**src/rtl/decode_execute_pipe.sv**
```systemverilog
// Two-stage decode/execute pipeline with valid/ready handshakes on both sides.
// S1 holds the decoded operation, S2 holds the registered result and flags.

module decode_execute_alu #(
    parameter int WIDTH = 4
) (
    input  logic [2:0]       sel,
    input  logic [WIDTH-1:0] rs,
    input  logic [WIDTH-1:0] rt,
    output logic [WIDTH-1:0] rd,
    output logic             carry
);
    logic [WIDTH:0]   add_w;
    logic [WIDTH:0]   sub_w;
    logic [WIDTH-1:0] gt_mask;

    assign add_w = {1'b0, rs} + {1'b0, rt};
    assign sub_w = {1'b0, rs} + {1'b0, ~rt} + {{WIDTH{1'b0}}, 1'b1};

    // GT fills the upper bits with an alternating pattern anchored at the MSB
    assign gt_mask[0] = 1'b0;
    for (genvar i = 1; i < WIDTH; i++) begin : g_gt
        assign gt_mask[i] = (((WIDTH - 1 - i) % 2) == 0);
    end

    always_comb begin
        rd    = '0;
        carry = 1'b0;
        case (sel)
            3'd0: {carry, rd} = add_w;
            3'd1: {carry, rd} = sub_w;
            3'd2: rd = rs & rt;
            3'd3: rd = rs | rt;
            3'd4: rd = {rs[WIDTH-2:0], rs[WIDTH-1]};
            3'd5: rd = {rt[WIDTH-1], rt[WIDTH-1:1]};
            3'd6: rd = {{(WIDTH-1){1'b1}}, rs == rt};
            3'd7: rd = gt_mask | {{(WIDTH-1){1'b0}}, rs > rt};
            default: rd = '0;
        endcase
    end
endmodule

module decode_execute_pipe #(
    parameter int WIDTH = 4
) (
    input  logic             clk,
    input  logic             rst,
    input  logic             in_valid,
    output logic             in_ready,
    input  logic [WIDTH-1:0] rs,
    input  logic [WIDTH-1:0] rt,
    input  logic [2:0]       sel,
    output logic             out_valid,
    input  logic             out_ready,
    output logic [WIDTH-1:0] rd,
    output logic             out_carry,
    output logic             out_zero
);
    typedef struct packed {
        logic [2:0]       sel;
        logic [WIDTH-1:0] rs;
        logic [WIDTH-1:0] rt;
    } req_t;

    typedef struct packed {
        logic [WIDTH-1:0] rd;
        logic             carry;
        logic             zero;
    } rsp_t;

    logic [2:1]       vld_pipe;
    req_t             s1;
    rsp_t             s2;
    rsp_t             rsp_next;
    logic [WIDTH-1:0] alu_rd;
    logic             alu_carry;
    logic             s2_load;
    logic             in_fire;

    decode_execute_alu #(.WIDTH(WIDTH)) u_alu (
        .sel   (s1.sel),
        .rs    (s1.rs),
        .rt    (s1.rt),
        .rd    (alu_rd),
        .carry (alu_carry)
    );

    assign rsp_next = '{rd: alu_rd, carry: alu_carry, zero: (alu_rd == '0)};

    // S2 frees up whenever it is empty or being drained this cycle
    assign s2_load  = !vld_pipe[2] || out_ready;
    assign in_ready = rst || !vld_pipe[1] || !vld_pipe[2] || out_ready;
    assign in_fire  = in_valid && in_ready;

    always_ff @(posedge clk) begin
        if (rst) begin
            vld_pipe <= '0;
            s1       <= '0;
            s2       <= '0;
        end else begin
            if (in_fire) begin
                s1          <= '{sel: sel, rs: rs, rt: rt};
                vld_pipe[1] <= 1'b1;
            end else if (s2_load) begin
                vld_pipe[1] <= 1'b0;
            end
            if (s2_load) begin
                vld_pipe[2] <= vld_pipe[1];
                if (vld_pipe[1])
                    s2 <= rsp_next;
            end
        end
    end

    assign out_valid = vld_pipe[2];
    assign rd        = s2.rd;
    assign out_carry = s2.carry;
    assign out_zero  = s2.zero;
endmodule

```
**config.mk**
```make
export PLATFORM = sky130hd
export DESIGN_NAME = decode_execute_pipe
export DESIGN_NICKNAME = d
export VERILOG_FILES = /design/src/rtl/decode_execute_pipe.sv
export SDC_FILE = /design/constraint.sdc
export NUM_CORES = 1
export LEC_CHECK = 0
export ABC_CLOCK_PERIOD_IN_PS = 5050
export CORE_ASPECT_RATIO = 1.4
export CORE_MARGIN = 10
export CORE_UTILIZATION = 40
export CTS_BUF_LIST = sky130_fd_sc_hd__clkbuf_8
export CTS_CLUSTER_SIZE = 24
export DETAILED_ROUTE_END_ITERATION = 16
export GPL_TIMING_DRIVEN = 1
export HOLD_SLACK_MARGIN = 0.15
export PLACE_DENSITY_LB_ADDON = 0.2
export SLEW_MARGIN = 15
export SYNTH_ARGS = -nofsm -noshare
export SYNTH_HDL_FRONTEND = slang
export SYNTH_HIERARCHICAL = 1
export SYNTH_SLANG_ARGS = --single-unit
```
**constraint.sdc**
```tcl
create_clock -name clk -period 5.05 [get_ports clk]
set_input_delay 1.01 -clock clk [delete_from_list [all_inputs] [get_ports clk]]
set_output_delay 1.01 -clock clk [all_outputs]
set_load 0.02 [all_outputs]
```
==> summary.txt <==
Synth
  – Share of the synthesized area in the top cell type: 26.8%
  – Register area share after synthesis: 26.8%
  – Synth warn: 6
  – Share of synthesized registers carrying an async set or reset: 0%
  – Cells after Synth: 167
  – Post-synth EDFFs: 0
  – Syn Nets: 196
  – Post-synthesis register bit count: 19
  – Synthesized area per cell: 8.49 um2
  – Synth area leaders: dfxtp_1, ha_1, nand2b_1, mux2i_1, a21oi_1
  – Area of the mapped netlist: 1420 um2
  – Post-synth top area cell: dfxtp_1
  – Unique masters post-synth: 40
  – Prevailing post-synth register cell: dfxtp_1

Worst setup path
  – Critical Path Sink Type: output port
  – CP Launch Type: input port
  – WP data arrival: 2520 ps
  – Crit-path cells: clkdlybuf4s50_1 > buf_4 > nand4bb_4 > clkdlybuf4s50_1
  – Crit-path leading delay family: buffers and inverters
  – Critical Path Fanout Max: 31
  – Critical path buffers and inverters: 3
  – CP required: 4040 ps
  – Kind of critical path: input port to output port
  – Worst path most repeated cell: clkdlybuf4s50_1
  – Max incr delay on CP: 610 ps
  – Worst path slowest cell: clkdlybuf4s50_1

Timing
  – Fin. Hold Viols: 0
  – Fmax: 284 MHz
  – # setup viols final: 0
  – RSZ-0062 raised after global routing: no
  – Worst Skew: 6.88 ps
  – TNS Setup: 0 ps
  – Fin. max-slew vios: 0
  – Worst Tran Pin Value: 766 ps
  – Relative slew margins: 48.9%
  – Tcrit/Tclk final: 69.8%
  – Minimum clock period: 3530 ps

Clocking
  – Clock Tree Buf Depth: 2
  – Htree depth: 1
  – Clk Latency, worst-skew pair: 260 ps
  – CTS clock-pin slew for the worst setup and hold paths: 70 ps
  – CTS tree: done
  – # hold bufs at CTS: 0
  – CTS Buf Count: 3
  – Postcts setup bufs: 0
  – Clock tree root driver cell: clkbuf_8
  – Clock sink total: 19
  – Number of instances resized during post-cts repair: 0

Final layout
  – Commonest non-fill, non-tap cell in the layout: nand2b_1
  – Number of diodes: 0
  – Most frequent cells in the layout: nand2b_1, clkdlybuf4s50_1, dfxtp_1
  – Finished Layout Cells: 225
  – Share of cells above drive strength 1: 4.86%
  – Synth-to-layout area growth: 19.2%
  – Number of nets in the layout: 215

Floorplanning
  – I/O Pins: 23
  – Initial Utilization: 41.6%
  – Rows: 25
  – Core Region: 3410 um2
  – Die H: 90.4 um
  – Die area: 6360 um2
  – Horiz. Die Dim: 70.3 um

Placed design
  – Detail Placement HPWL: 2440 um
  – IO buf count: 22
  – GP Congestion: 0.929
  – Dpl cells: 221

Run status
  – Outcome: finished, final reports clean

Route
  – Vias/cell: 5.26
  – Drc violations: 0
  – Initial drt markers: 23
  – WL/cell: 13.8 um
  – WL final: 3110 um
  – Initial DRT Pass Iterations: 4
  – Post-route ant nets: 0
  – Vias after detailed routing: 1184

Min path
  – Min-Delay Path Class: flip-flop to flip-flop

Flow run
  – Max-cap violations: 0

Global route
  – Global-route wire length before repair: 5340 um
  – Largest net degree at the start of global routing: 32
  – Number of global-route vias before repair: 1195
  – Initial antenna violation count: 0
  – Total GRT Usage: 9.83%
  – Gr ovfl total: 0

Pwr
  – Pwr dens: 227 nW/um2
  – Leak Pwr: 0.675 nW
  – Peak VDD IR: 249 uV
[power breakdown]
part	internal, mW	switching [mW]
Sequential	0.159	0.0153
Combinational	0.0529	0.0504
Clock	0.0548	0.0504
Total	0.267	0.116
[through the flow]
stage / utilization (%) / instance area (um2) / power [mW] / worst slack, ps / hold slack (ps)
after detailed placement: 48.2 / 1640 / 0.281 / 1520 / 479
after CTS: 49.6 / 1690 / 0.387 / 1510 / 489
after floorplan: - / 1420 / 0.248 / 2770 / 466
after global placement: 48.2 / 1640 / 0.278 / 1540 / 469
after global routing: 49.6 / 1690 / 0.408 / 1450 / 508
final: 49.6 / 1690 / 0.383 / 1520 / 483
[Yosys cell counts (3+ instances only)]
cell type  count
ha_1          12
nand2_1        6
clkbuf_1       5
nor2_1         6
mux2i_1       14
o21ai_0        8
a21o_1         3
a21oi_1       12
o22ai_1        3
dfxtp_1       19
nand2b_1      24
nor2b_1        3
inv_1         13
nand3_1        7
[kinds of logic (layout without fill, tap and decap cells)]
group / after synthesis / in the layout / share of synthesized area, %
flops: 19 / 19 / 26.8
mux: 14 / 14 / 9.88
compound gates: 40 / 40 / 17.8
xor+xnor: 2 / 2 / 1.24
simple gates: 55 / 55 / 23.5
fa+ha+maj: 14 / 14 / 13.4
buf+inv: 23 / 41 / 7.33
[final timing paths]
check | from | to | slack [ps] | cells after the start
max | rst | in_ready | 1520 | 4
min | out_zero | out_zero | 480 | 2
max reg2reg | s1[0] | out_zero | 2760 | 10
min reg2reg | out_zero | out_zero | 480 | 2
[worst reg2reg max path, stage by stage, from the launching register on]
cell and delay (ps):
dfxtp_1 420, ha_1 240, inv_1 70, fa_1 380, mux2i_1 190, xnor2_1 90, mux2i_1 160, o21ai_1 110
nor4_1 300, nand3_1 120, a21oi_1 160
[registers in the layout, summed over array words and instances, names as in the netlist]
signal / flops
vld_pipe: 2
out_zero: 1
s1: 11
rd: 4
out_carry: 1
[metal layers]
layer	wire length (um)	global-route usage (%)	up-vias
met3	141	2.75	6
li1	-	-	609
met1	1300	10.0	543
met2	1580	17.6	26
met5	0	0	-
met4	85	4.79	0
[layout make-up]
type / instances / area, um2
well taps: 40 / 50.0
clock inverters: 1 / 5.00
clock buffers: 3 / 41.3
multi-input cells: 125 / 933
flip-flops and latches: 19 / 380
repair buffers: 23 / 228
inverters: 14 / 52.6
fillers: 347 / 1720
(Power assumes the default switching activity.)
